$ cat config.mk
export PLATFORM = sky130hd
export DESIGN_NAME = dmem_lane_ctrl
export DESIGN_NICKNAME = d
export VERILOG_FILES = /design/src/rtl/dmem_lane_ctrl.sv
export SDC_FILE = /design/constraint.sdc
export NUM_CORES = 1
export LEC_CHECK = 0
export CAP_MARGIN = 5
export CELL_PAD_IN_SITES_DETAIL_PLACEMENT = 0
export CELL_PAD_IN_SITES_GLOBAL_PLACEMENT = 2
export CORE_ASPECT_RATIO = 1.5
export CORE_MARGIN = 1
export CORE_UTILIZATION = 29
export CTS_BUF_LIST = sky130_fd_sc_hd__clkbuf_4 sky130_fd_sc_hd__clkbuf_8
export DETAILED_ROUTE_END_ITERATION = 6
export PLACE_DENSITY = 0.86
export SLEW_MARGIN = 20
export SYNTH_ARGS = -nofsm -noshare
export SYNTH_HDL_FRONTEND = slang
export SYNTH_SLANG_ARGS = --single-unit
$ cat constraint.sdc
create_clock -name CLK -period 6.3 [get_ports CLK]
set_input_delay 0.63 -clock CLK [delete_from_list [all_inputs] [get_ports CLK]]
set_output_delay 0.63 -clock CLK [all_outputs]
set_load 0.01 [all_outputs]
$ cat src/rtl/dmem_lane_ctrl.sv
// dmem_lane_ctrl: data-memory requester for four 8-bit byte-lane BRAMs
// (lane i holds byte i of every 32-bit word). One request in flight at a time:
// IDLE -> ISSUE -> RESP, one cycle each, so at most one request every 3 cycles.
// Ports: CLK/RST (async, active-high); REQ_* request with valid/ready handshake;
// RSP_* one-cycle response pulse, no backpressure; LANE_* per-lane BRAM strobes,
// byte addresses, write bytes and read bytes (BRAMs act on the falling edge).
// Build option: define DMEM_MISALIGN_EN to let misaligned half/word accesses
// complete, with each lane using its own word index. Without it they return RSP_ERR.
module dmem_lane_ctrl #(
  parameter int ADDR_WIDTH = 13
) (
  input  logic                    CLK,
  input  logic                    RST,
  input  logic                    REQ_VALID,
  output logic                    REQ_READY,
  input  logic                    REQ_WE,
  input  logic [1:0]              REQ_SIZE,
  input  logic                    REQ_UNSIGNED,
  input  logic [ADDR_WIDTH-1:0]   REQ_ADDR,
  input  logic [31:0]             REQ_WDATA,
  output logic                    RSP_VALID,
  output logic [31:0]             RSP_RDATA,
  output logic                    RSP_ERR,
  output logic [4*ADDR_WIDTH-1:0] LANE_W_ADDR,
  output logic [4*ADDR_WIDTH-1:0] LANE_R_ADDR,
  output logic [3:0]              LANE_WE,
  output logic [3:0]              LANE_RE,
  output logic [31:0]             LANE_DIN,
  input  logic [31:0]             LANE_DOUT
);

  localparam int AW = ADDR_WIDTH;

  typedef enum logic [1:0] {
    ST_IDLE  = 2'd0,
    ST_ISSUE = 2'd1,
    ST_RESP  = 2'd2
  } state_t;

  state_t          state_q, state_d;
  logic            we_q;
  logic [1:0]      size_q;
  logic            uns_q;
  logic [AW-1:0]   addr_q;
  logic [31:0]     wdata_q;
  logic [31:0]     rdata_q;
  logic            err_q;

  logic            req_err;
  logic [2:0]      nbytes;
  logic [1:0]      lane_j    [4];  // which access byte lands on lane g
  logic            lane_act  [4];
  logic [AW-1:0]   lane_baddr[4];  // byte address of that access byte
  logic [1:0]      rd_lane   [4];  // which lane supplies access byte g
  logic [31:0]     asm_data;
  logic [31:0]     ext_data;

  // ---------------------------------------------------------------------------
  // Request decode (from the registered request)
  // ---------------------------------------------------------------------------
  always_comb begin
    nbytes = 3'd4;
    case (size_q)
      2'b00:   nbytes = 3'd1;
      2'b01:   nbytes = 3'd2;
      default: nbytes = 3'd4;
    endcase
  end

  always_comb begin
    req_err = (size_q == 2'b11);
`ifdef DMEM_MISALIGN_EN
    // Misaligned half/word accesses are legal; only the size encoding can fail.
`else
    if (size_q == 2'b01 && addr_q[0]) begin
      req_err = 1'b1;
    end
    if (size_q == 2'b10 && addr_q[1:0] != 2'b00) begin
      req_err = 1'b1;
    end
`endif
  end

  // Lane g carries access byte j = (g - A) mod 4; it is used when j < N.
  // The AW-bit add wraps the top word back to word 0.
  for (genvar g = 0; g < 4; g++) begin : g_lane
    assign lane_j[g]     = 2'(g) - addr_q[1:0];
    assign lane_act[g]   = ({1'b0, lane_j[g]} < nbytes);
    assign lane_baddr[g] = addr_q + AW'(lane_j[g]);
    assign rd_lane[g]    = addr_q[1:0] + 2'(g);
    assign asm_data[8*g +: 8] = LANE_DOUT[{rd_lane[g], 3'b000} +: 8];
  end

  // ---------------------------------------------------------------------------
  // Lane strobes: only during ISSUE, and never for a rejected request. Because
  // they decode state_q directly, an async reset drops them at once.
  // ---------------------------------------------------------------------------
  always_comb begin
    LANE_WE     = '0;
    LANE_RE     = '0;
    LANE_W_ADDR = '0;
    LANE_R_ADDR = '0;
    LANE_DIN    = '0;
    if (state_q == ST_ISSUE && !req_err) begin
      for (int i = 0; i < 4; i++) begin
        if (lane_act[i]) begin
          if (we_q) begin
            LANE_WE[i]            = 1'b1;
            LANE_W_ADDR[i*AW +: AW] = {lane_baddr[i][AW-1:2], 2'b00};
            LANE_DIN[8*i +: 8]    = wdata_q[{lane_j[i], 3'b000} +: 8];
          end else begin
            LANE_RE[i]            = 1'b1;
            LANE_R_ADDR[i*AW +: AW] = {lane_baddr[i][AW-1:2], 2'b00};
          end
        end
      end
    end
  end

  // Extend the assembled load to 32 bits; word loads pass through unchanged.
  always_comb begin
    ext_data = asm_data;
    case (size_q)
      2'b00:   ext_data = {{24{~uns_q & asm_data[7]}},  asm_data[7:0]};
      2'b01:   ext_data = {{16{~uns_q & asm_data[15]}}, asm_data[15:0]};
      default: ext_data = asm_data;
    endcase
  end

  // ---------------------------------------------------------------------------
  // FSM
  // ---------------------------------------------------------------------------
  always_comb begin
    state_d   = state_q;
    REQ_READY = 1'b0;
    RSP_VALID = 1'b0;
    case (state_q)
      ST_IDLE: begin
        REQ_READY = 1'b1;
        if (REQ_VALID) begin
          state_d = ST_ISSUE;
        end
      end
      ST_ISSUE: begin
        state_d = ST_RESP;
      end
      ST_RESP: begin
        RSP_VALID = 1'b1;
        state_d   = ST_IDLE;
      end
      default: begin
        state_d = ST_IDLE;
      end
    endcase
  end

  // Response fields are only shown while RSP_VALID is high.
  assign RSP_RDATA = RSP_VALID ? rdata_q : 32'h0;
  assign RSP_ERR   = RSP_VALID & err_q;

  always_ff @(posedge CLK or posedge RST) begin
    if (RST) begin
      state_q <= ST_IDLE;
      we_q    <= 1'b0;
      size_q  <= 2'b00;
      uns_q   <= 1'b0;
      addr_q  <= '0;
      wdata_q <= 32'h0;
      rdata_q <= 32'h0;
      err_q   <= 1'b0;
    end else begin
      state_q <= state_d;
      if (state_q == ST_IDLE && REQ_VALID) begin
        we_q    <= REQ_WE;
        size_q  <= REQ_SIZE;
        uns_q   <= REQ_UNSIGNED;
        addr_q  <= REQ_ADDR;
        wdata_q <= REQ_WDATA;
      end
      // LANE_DOUT is valid after the falling edge inside ISSUE; capture it here.
      if (state_q == ST_ISSUE) begin
        err_q   <= req_err;
        rdata_q <= (req_err || we_q) ? 32'h0 : ext_data;
      end
    end
  end

endmodule

* Yosys cells after proc, flatten, opt, wreduce, memory -nomap -nowiden
Index checks and enable logic that the tools add are counted.
** Storage, ports and cells
- Memories kept :: 0
- Bits in latches :: 0
- Output and inout bits :: 179
- Bits in read-only memories :: 0
- RAM bits :: 0
- Flip-flop bits (word level) :: 84
** Cells by class
- Add/subtract/negate cells :: 11
- Mux-type cells :: 49
- Shift operators :: 8
- Divide/modulo/power cells :: 0
- Reduce and logical (&&, ||, !) cells :: 9
- Bitwise operators :: 4
- Order comparisons :: 4
- Equal/unequal tests :: 6
- Multipliers :: 0
** Operators with widths (number)
- $shiftx A32 B6 Y8 :: 8
- $mux W13 :: 16
- $mux W52 :: 2
- $mux W32 :: 3
- $mux W8 :: 8
- $pmux W32 S2 :: 1
- $add A13 B2 Y13 :: 4
- $mux W1 :: 14
- $lt A2 B3 Y1 :: 4
- $mux W4 :: 2
- $eq A2 B2 Y1 const B :: 3
- $pmux W3 S2 :: 1
- $add A2 B2 Y2 const B :: 2
- $eq A2 B1 Y1 const B :: 2
- $logic_and A1 B1 Y1 :: 4
- $logic_not A2 Y1 :: 2
- $pmux W2 S2 :: 1
- $sub A1 B2 Y2 const A :: 2
- $sub A2 B2 Y2 const A :: 2
- $and A1 B1 Y1 :: 3
- $add A2 B1 Y2 const B :: 1
- $mux W2 :: 1
- $ne A2 B2 Y1 const B :: 1
- $reduce_bool A2 Y1 :: 1
- 3 further kinds :: 3

* Longest topological paths before layout
- Depth after elaboration :: 7
- Depth in mapped cells :: 13
- Depth with buffers taken out :: 8

* Worst setup path before layout
No wires, ideal clock.
- Kind :: flip-flop to output port
- From :: register addr_q[0]
- To :: output port LANE_R_ADDR[37]
- Cell stages (with the launch flop) :: 14
- Arrival time :: 3043 ps
- Slack :: 2627 ps
- Path through :: dfrtp_1 > buf_4 > buf_2 > buf_2 > inv_1 > ha_1 > buf_4 > clkinv_1 > ha_1 > o21a_1 > o21bai_1 > nand2_1 > buf_2 > a21oi_1
** Between the ends
- Longest elaborated chain between the ends :: 6
** RTL lines
- start, declared :: RTL line 44 : logic [AW-1:0] addr_q;
- start signal, assigned :: RTL line 167 : addr_q <= '0;
- start signal, assigned :: RTL line 177 : addr_q <= REQ_ADDR;
- parallel branches: the longest is 5 deep, another holds $add A13 B2 Y13
- $mux W52 * :: RTL line 104 : if (state_q == ST_ISSUE && !req_err) begin
- end, declared :: RTL line 25 : output logic [4*ADDR_WIDTH-1:0] LANE_R_ADDR,
Mark *: on every way between the ends.

* Worst setup path in the final report
- From :: register size_q[1]
- To :: output port LANE_W_ADDR[33]
** Between the ends
- Longest elaborated chain between the ends :: 7
** RTL lines
- start, declared :: RTL line 42 : logic [1:0] size_q;
- start signal, assigned :: RTL line 165 : size_q <= 2'b00;
- start signal, assigned :: RTL line 175 : size_q <= REQ_SIZE;
- parallel branches: the longest is 6 deep, another holds $lt A2 B3 Y1
- $mux W52 * :: RTL line 104
- end, declared :: RTL line 24 : output logic [4*ADDR_WIDTH-1:0] LANE_W_ADDR,
Marks and branches as above.

==> results.toml <==
[pwr]
comb_power_share_pct = 49.4
irDropWorstVdd_uv = 150.1
swShare_pct = 40.02
power.leakage_nw = 3.745
p_clk_share_pct = 15.5
p_sw_w = 0.001041
p_int_w = 0.001560
power_density_nw_per_um2 = 277.5
sequentialPowerShare_pct = 35.1

[status]
outcome = "complete, but fails checks"
violations = "DRC"

[clocking]
clkSlewWorstSetupHoldPaths_ps = 90
tritoncts = "built"
cts_buffer_depth = 2
cts-htree-levels = 3
cts-root-buf = "clkbuf_8"
cts_buffers = 9
cts_sinks = 84
cts_resized = 0
clk_latency_ps = 370
holdBufCountCts = 0
post-cts-setup-buffers = 0

[synth]
synthTopCellsByArea = "dfrtp_1 (32%), mux4_2 (16%), mux2_2 (7.8%), and2_1 (6.7%), nand2_1 (3.5%)"
synth.top_cell.area_share_pct = 31.63
avgSynthCellArea_um2 = 9.905
syn_area_um2 = 6646
ys_ff_latch = 84
yosysSeqAreaShare_pct = 31.63
ys.flop_type = "dfrtp_1"
yosysUniqueCellTypes = 50
ys_warn_count = 0
yosysTopAreaCell = "dfrtp_1"
netlist_instances = 671
synth_edf_count = 0
async_reset_ff_share_pct = 100.0

[detailed_routing]
viasPerCell = 5.096
drt-initial-drc-count = 356
wl_per_cell_um = 19.56
ant_nets = 0
drcViolationCount = 13
totalWireLength_um = 22630
via_count = 5896
drtPass1Iterations = 7

[floorplan]
die_height_um = 187.4
core_area_um2 = 22380
io_pins = 263
die_area_um2 = 23540
die_x_um = 125.6
row_count = 67
start_util_pct = 29.69

[global_routing]
antenna_found_initial = 3
track_usage_pct = 19.39
grt_pass1_vias = 5852
gr-total-overflow = 0
grt_pass1_wl_um = 34890
grt_max_degree = 75

[sta]
setup_viol = 0
rsz0062_at_grt = "no"
hold_violations = 0
fin_skew_ps = 13.29
max_slew_margin_pct = 30.30
slew_violations = 0
max_freq_mhz = 217.1
period_share_pct = 73.11
fin_setup_tns_ps = 0
finalCriticalPeriod_ps = 4606
fin_ws_ps = 1694
tightest_slew_ps = 1045

[worst_setup_path]
cp_data_arrival_time_ps = 3980
slowest_delay_ps = 1000
cp_max_fo = 30
r2r_slack_ps = 3800
cp-start-kind = "register"
critPathKind = "reg2out"
r2r-start = "addr_q[0]"
crit_chain = "nand2b_1 > ha_1 > o21a_1 > o21bai_1 > nand2_1 > a21oi_1 > clkdlybuf4s50_1"
cp_slowest_cell = "dfrtp_1"
cp-end-kind = "output port"
cpLargestDelayFamily = "flip-flops"
path_buf_inv = 1
r2r-end = "rdata_q[28]"
ff2ff_path_depth = 5
crit_required_ps = 5670

[min_path]
worstHoldStart = "rdata_q[15]"
worstHoldPathType = "reg2reg"
min_to = "rdata_q[15]"
hold_depth = 2

[cells_and_area]
layout_commonest_cell = "clkdlybuf4s50_1"
layout.nets = 966
layout-drive-gt1-share_pct = 14.81
layout_common_cells = "clkdlybuf4s50_1 (246), dfrtp_1 (82), and2_1 (70)"
postLayoutCoreUtil_pct = 41.87
syn_to_final_growth_pct = 41.02
stdcell_count = 1157

[placement]
place_congestion = 0.7897
io_buffers = 246
hpwl_um = 16910
post-place-cells = 1138
dpl_worst_slack_ps = 2071

[run]
cap_violations = 0
==> final cells by class <==
cell class / count / area, um^2
well taps: 276 / 345.3
clock inverters: 7 / 73.82
repair buffers: 253 / 2519
diodes: 3 / 7.507
flip-flops and latches: 84 / 2107
inverters: 17 / 65.06
fillers: 2228 / 13010
multi-input cells: 508 / 4131
clock buffers: 9 / 123.9
==> synth_stat cells (4+ instances only) <==
cell type	count
nor3_1	5
mux2_2	46
buf_1	6
o21ai_0	19
buf_2	31
mux4_2	47
o21a_1	4
nor2_1	62
xnor2_1	15
a21oi_1	14
dfrtp_1	84
nand2b_1	6
and3_1	17
ha_1	9
nand3_1	7
o22ai_1	9
nor2b_1	9
buf_4	22
xor2_1	10
nand2_1	62
inv_1	16
and2_1	71
a22o_1	7
mux2i_1	19
a41oi_1	7
clkbuf_1	14
a32oi_1	10
or3_1	6
nand4_1	6
==> metal layers <==
metal	part of all wire, %	global-route usage [%]	wire [um]
met5	0	0	0
met4	3.1	8.630	699
met3	5.1	2.489	1159
met2	53	34.91	12050
met1	39	22.78	8730
==> sequential cells by signal, indices dropped and copies added (netlist names) <==
| register | flops |
|---|---|
| rdata_q | 32 |
| wdata_q | 32 |
| addr_q | 13 |
| size_q | 2 |
| state_q | 2 |
| err_q | 1 |
| uns_q | 1 |
| we_q | 1 |
==> power by group through the flow <==
stage | combinational [W] | clock [W] | sequential [W]
6_report | 0.00129 | 0.000402 | 0.000914
5_1_grt | 0.00141 | 0.000440 | 0.000944
4_1_cts | 0.00129 | 0.000413 | 0.000912
3_5_place_dp | 0.00129 | 0 | 0.000922
3_3_place_gp | 0.00128 | 0 | 0.000915
2_1_floorplan | 0.000992 | 0 | 0.000790
==> worst max path at each step <==
stage | from | end | slack, ps | cells past startpoint
floorplan | addr_q[0] | LANE_R_ADDR[37] | 2630 | 13
global placement | size_q[1] | LANE_DIN[29] | 2120 | 5
detailed placement | size_q[1] | LANE_W_ADDR[37] | 2070 | 7
CTS | size_q[1] | LANE_W_ADDR[37] | 1650 | 7
global route | size_q[1] | LANE_W_ADDR[37] | 1330 | 7
finish | size_q[1] | LANE_W_ADDR[33] | 1690 | 7
==> kinds of logic after synthesis <==
group	Yosys count	share of synthesized area, %
mux	112	26.58
flops	84	31.63
fa+ha+maj	9	1.694
buf+inv	94	7.492
compound gates	84	9.149
simple gates	261	19.86
other cells	1	0.05642
xor+xnor	26	3.539
==> worst reg2reg max path: cells and delay by family, from the launching register on <==
kind / cells / cell delay [ps]
buffers and inverters: 1 / 620
AO/OA/AOI/OAI: 2 / 780
flip-flops: 1 / 430
multiplexers: 1 / 400
AND/OR/NAND/NOR: 1 / 130
==> metrics by stage <==
| stage | area (um^2) | total power [W] | hold slack [ps] |
|---|---|---|---|
| 5_1_grt | 9373 | 0.002791 | 497.8 |
| 3_5_place_dp | 9148 | 0.002210 | 456.8 |
| 2_1_floorplan | 6703 | 0.001783 | 437.6 |
| 6_report | 9373 | 0.002601 | 474.3 |
| 4_1_cts | 9345 | 0.002618 | 478.4 |
| 3_3_place_gp | 9148 | 0.002193 | 450.3 |
No activity file was read; power rests on OpenSTA's default activity.
==> variant (same settings) <==
The 3 states of `state_t` get a one-hot encoding in 3 bits.
--- a/src/rtl/dmem_lane_ctrl.sv
+++ b/src/rtl/dmem_lane_ctrl.sv
@@ -31,10 +31,10 @@
 
   localparam int AW = ADDR_WIDTH;
 
-  typedef enum logic [1:0] {
-    ST_IDLE  = 2'd0,
-    ST_ISSUE = 2'd1,
-    ST_RESP  = 2'd2
+  typedef enum logic [2:0] {
+    ST_IDLE  = 3'b001,
+    ST_ISSUE = 3'b010,
+    ST_RESP  = 3'b100
   } state_t;
 
   state_t          state_q, state_d;
Function: no difference found for any inputs over 10 cycles, from zero or initial values and one cycle with RST high; not proved beyond that.
==> variant against the unedited design <==
The run still ends with design-rule violations left. Power is 40% higher. Worst setup slack worse by 650 ps. Hold slack better by 6.3 ps. Wire length is 2.0% lower. Via count is 3.1% lower. Synthesized area is 0.19% lower. Sequential cell count is 1 higher. Design area hardly changed. Largest cell class unchanged. Largest power group unchanged. Highest routed layer unchanged.
==> variant: results (changes against the unedited design) <==
- CTS H-Tree Depth: 3 (unchanged)
- WL final: 22200 um (was 22600 um)
- Worst endpoint data arrival time: 4620 ps (was 3980 ps)
- Post-synthesis sequential area ratio: 32.1% (was 31.6%)
- Status: finished, violations left (unchanged)
- Hold_sp: rdata_q[8] (was rdata_q[15])
- Layout cells sized above 1: 17.5% (was 14.8%)
- Final GP Congestion: 0.791 (was 0.790)
- Multiplexer share of the synthesized area: 27.7% (was 26.6%)
- Vias in the first global route: 5890 (was 5852)
- Fin cells: 1126 (was 1157)
- Synth area leaders: dfrtp_1 32%, mux4_2 16%, mux2_2 7.8% (unchanged)
- First-pass GRT wire length: 34500 um (was 34900 um)
- Adder-cell share of the synthesized area: 1.70% (was 1.69%)
- GRT Total Usage: 19.1% (was 19.4%)
- Largest stage delay on the critical path: 620 ps (was 1000 ps)
- Worst-margin pin slew: 1010 ps (was 1050 ps)
- Failing checks: design-rule violations (unchanged)
- Filler cells: 2178 (was 2228)
- Peak VDD IR: 0.000190 V (was 0.000150 V)
- Port-buffer cells: 246 (unchanged)
- Placed inst area: 9110 sq um (was 9150 sq um)
- Master of the slowest instance on the critical path: o21ai_1 (was dfrtp_1)
- DR DRC count: 19 (was 13)
- Syn Area/Cell: 10.4 sq um (was 9.91 sq um)
- CTS resizes: 0 (unchanged)
- Ys Warns: 0 (unchanged)
- DR pass1 iterations: 7 (unchanged)
- Post-synth cell types: 62 (was 50)
- Setup Skew: 12.8 ps (was 13.3 ps)
- Compound-gate portion of the synthesized area: 10.0% (was 9.15%)
- Post-synth top cells: 84 x dfrtp_1, 64 x and2_1, 61 x nor2_1 (was 84 x dfrtp_1, 71 x and2_1, 62 x nand2_1, 62 x nor2_1, 47 x mux4_2)
- Leakage power: 0.00368 uW (was 0.00374 uW)
- Xor/xnor share of the synthesized area: 3.43% (was 3.54%)
- Setup WS pre-CTS: 1390 ps (was 2070 ps)
- DR iter-0 viols: 262 (was 356)
- Vias per cell: 5.07 (was 5.10)
- Total Nets Final: 935 (was 966)
- Hold Crit Class: reg -> reg (unchanged)
- Crit path launch: addr_q[1] (was size_q[1])
- Hpwl dp: 16600 um (was 16900 um)
- Cell family with most CP delay: buffers and inverters (was flip-flops)
- Crit-path max FO: 41 (was 30)
- Largest net degree at the start of global routing: 76 (was 75)
variant: changes by cell type after synthesis, sizes merged, moves of 3 or more:
cell and change:
nand2 -27, a221o +16, a32oi -9, a41oi -7
and2 -7, mux2i +7, clkbuf -5, nand3 -4
nand2b -3, nand4 -3, nor4 -3
variant: final timing paths:
path	endpoint	slack, ps	cells after the start
hold reg to reg	rdata_q[8]	480	2
min in group asynchronous	wdata_q[27]	620	2
setup / recovery	LANE_R_ADDR[33]	1050	11
hold / removal	rdata_q[8]	480	2
setup reg to reg	rdata_q[22]	3260	8
max in group asynchronous	addr_q[1]	4590	3
variant: cells by family (layout without fill, tap and decap cells):
kind of cell             count (synthesis)  after routing
XOR/XNOR                                26             26
AND/OR/NAND/NOR                        220            220
AO/OA/AOI/OAI                           88             88
adder cells (fa/ha/maj)                  9              9
buffers and inverters                   88            284
other                                    1             19
multiplexers                           119            119
flip-flops                              85             85
variant: final cells by class:
| type | instances | area, sq um | area share (%) |
|---|---|---|---|
| multi-input cells | 478 | 4070 | 43.5 |
| repair buffers | 253 | 2520 | 26.9 |
| flip-flops and latches | 85 | 2130 | 22.8 |
| well taps | 276 | 345 | 3.69 |
| clock buffers | 10 | 138 | 1.47 |
| clock inverters | 6 | 92.6 | 0.989 |
| inverters | 15 | 60.1 | 0.641 |
| diodes | 3 | 7.51 | 0.0802 |
variant: power breakdown:
group | internal [uW] | switching [uW] | total (uW)
sequential | 784 | 318 | 1100
combinational | 1090 | 990 | 2080
clock | 237 | 224 | 461
variant: per-layer routing:
metal  GRT usage, %  wire (um)  up-vias
met5              0          0        -
li1               -          -     2667
met4           8.26        624        0
met2           36.2      12100      198
met1           21.1       8490     2821
met3           2.26        921       25
variant: worst min-delay path, stage by stage, from the launching register on:
cell and delay (ps):
dfrtp_1 350, nand2_1 50, nand2_1 60
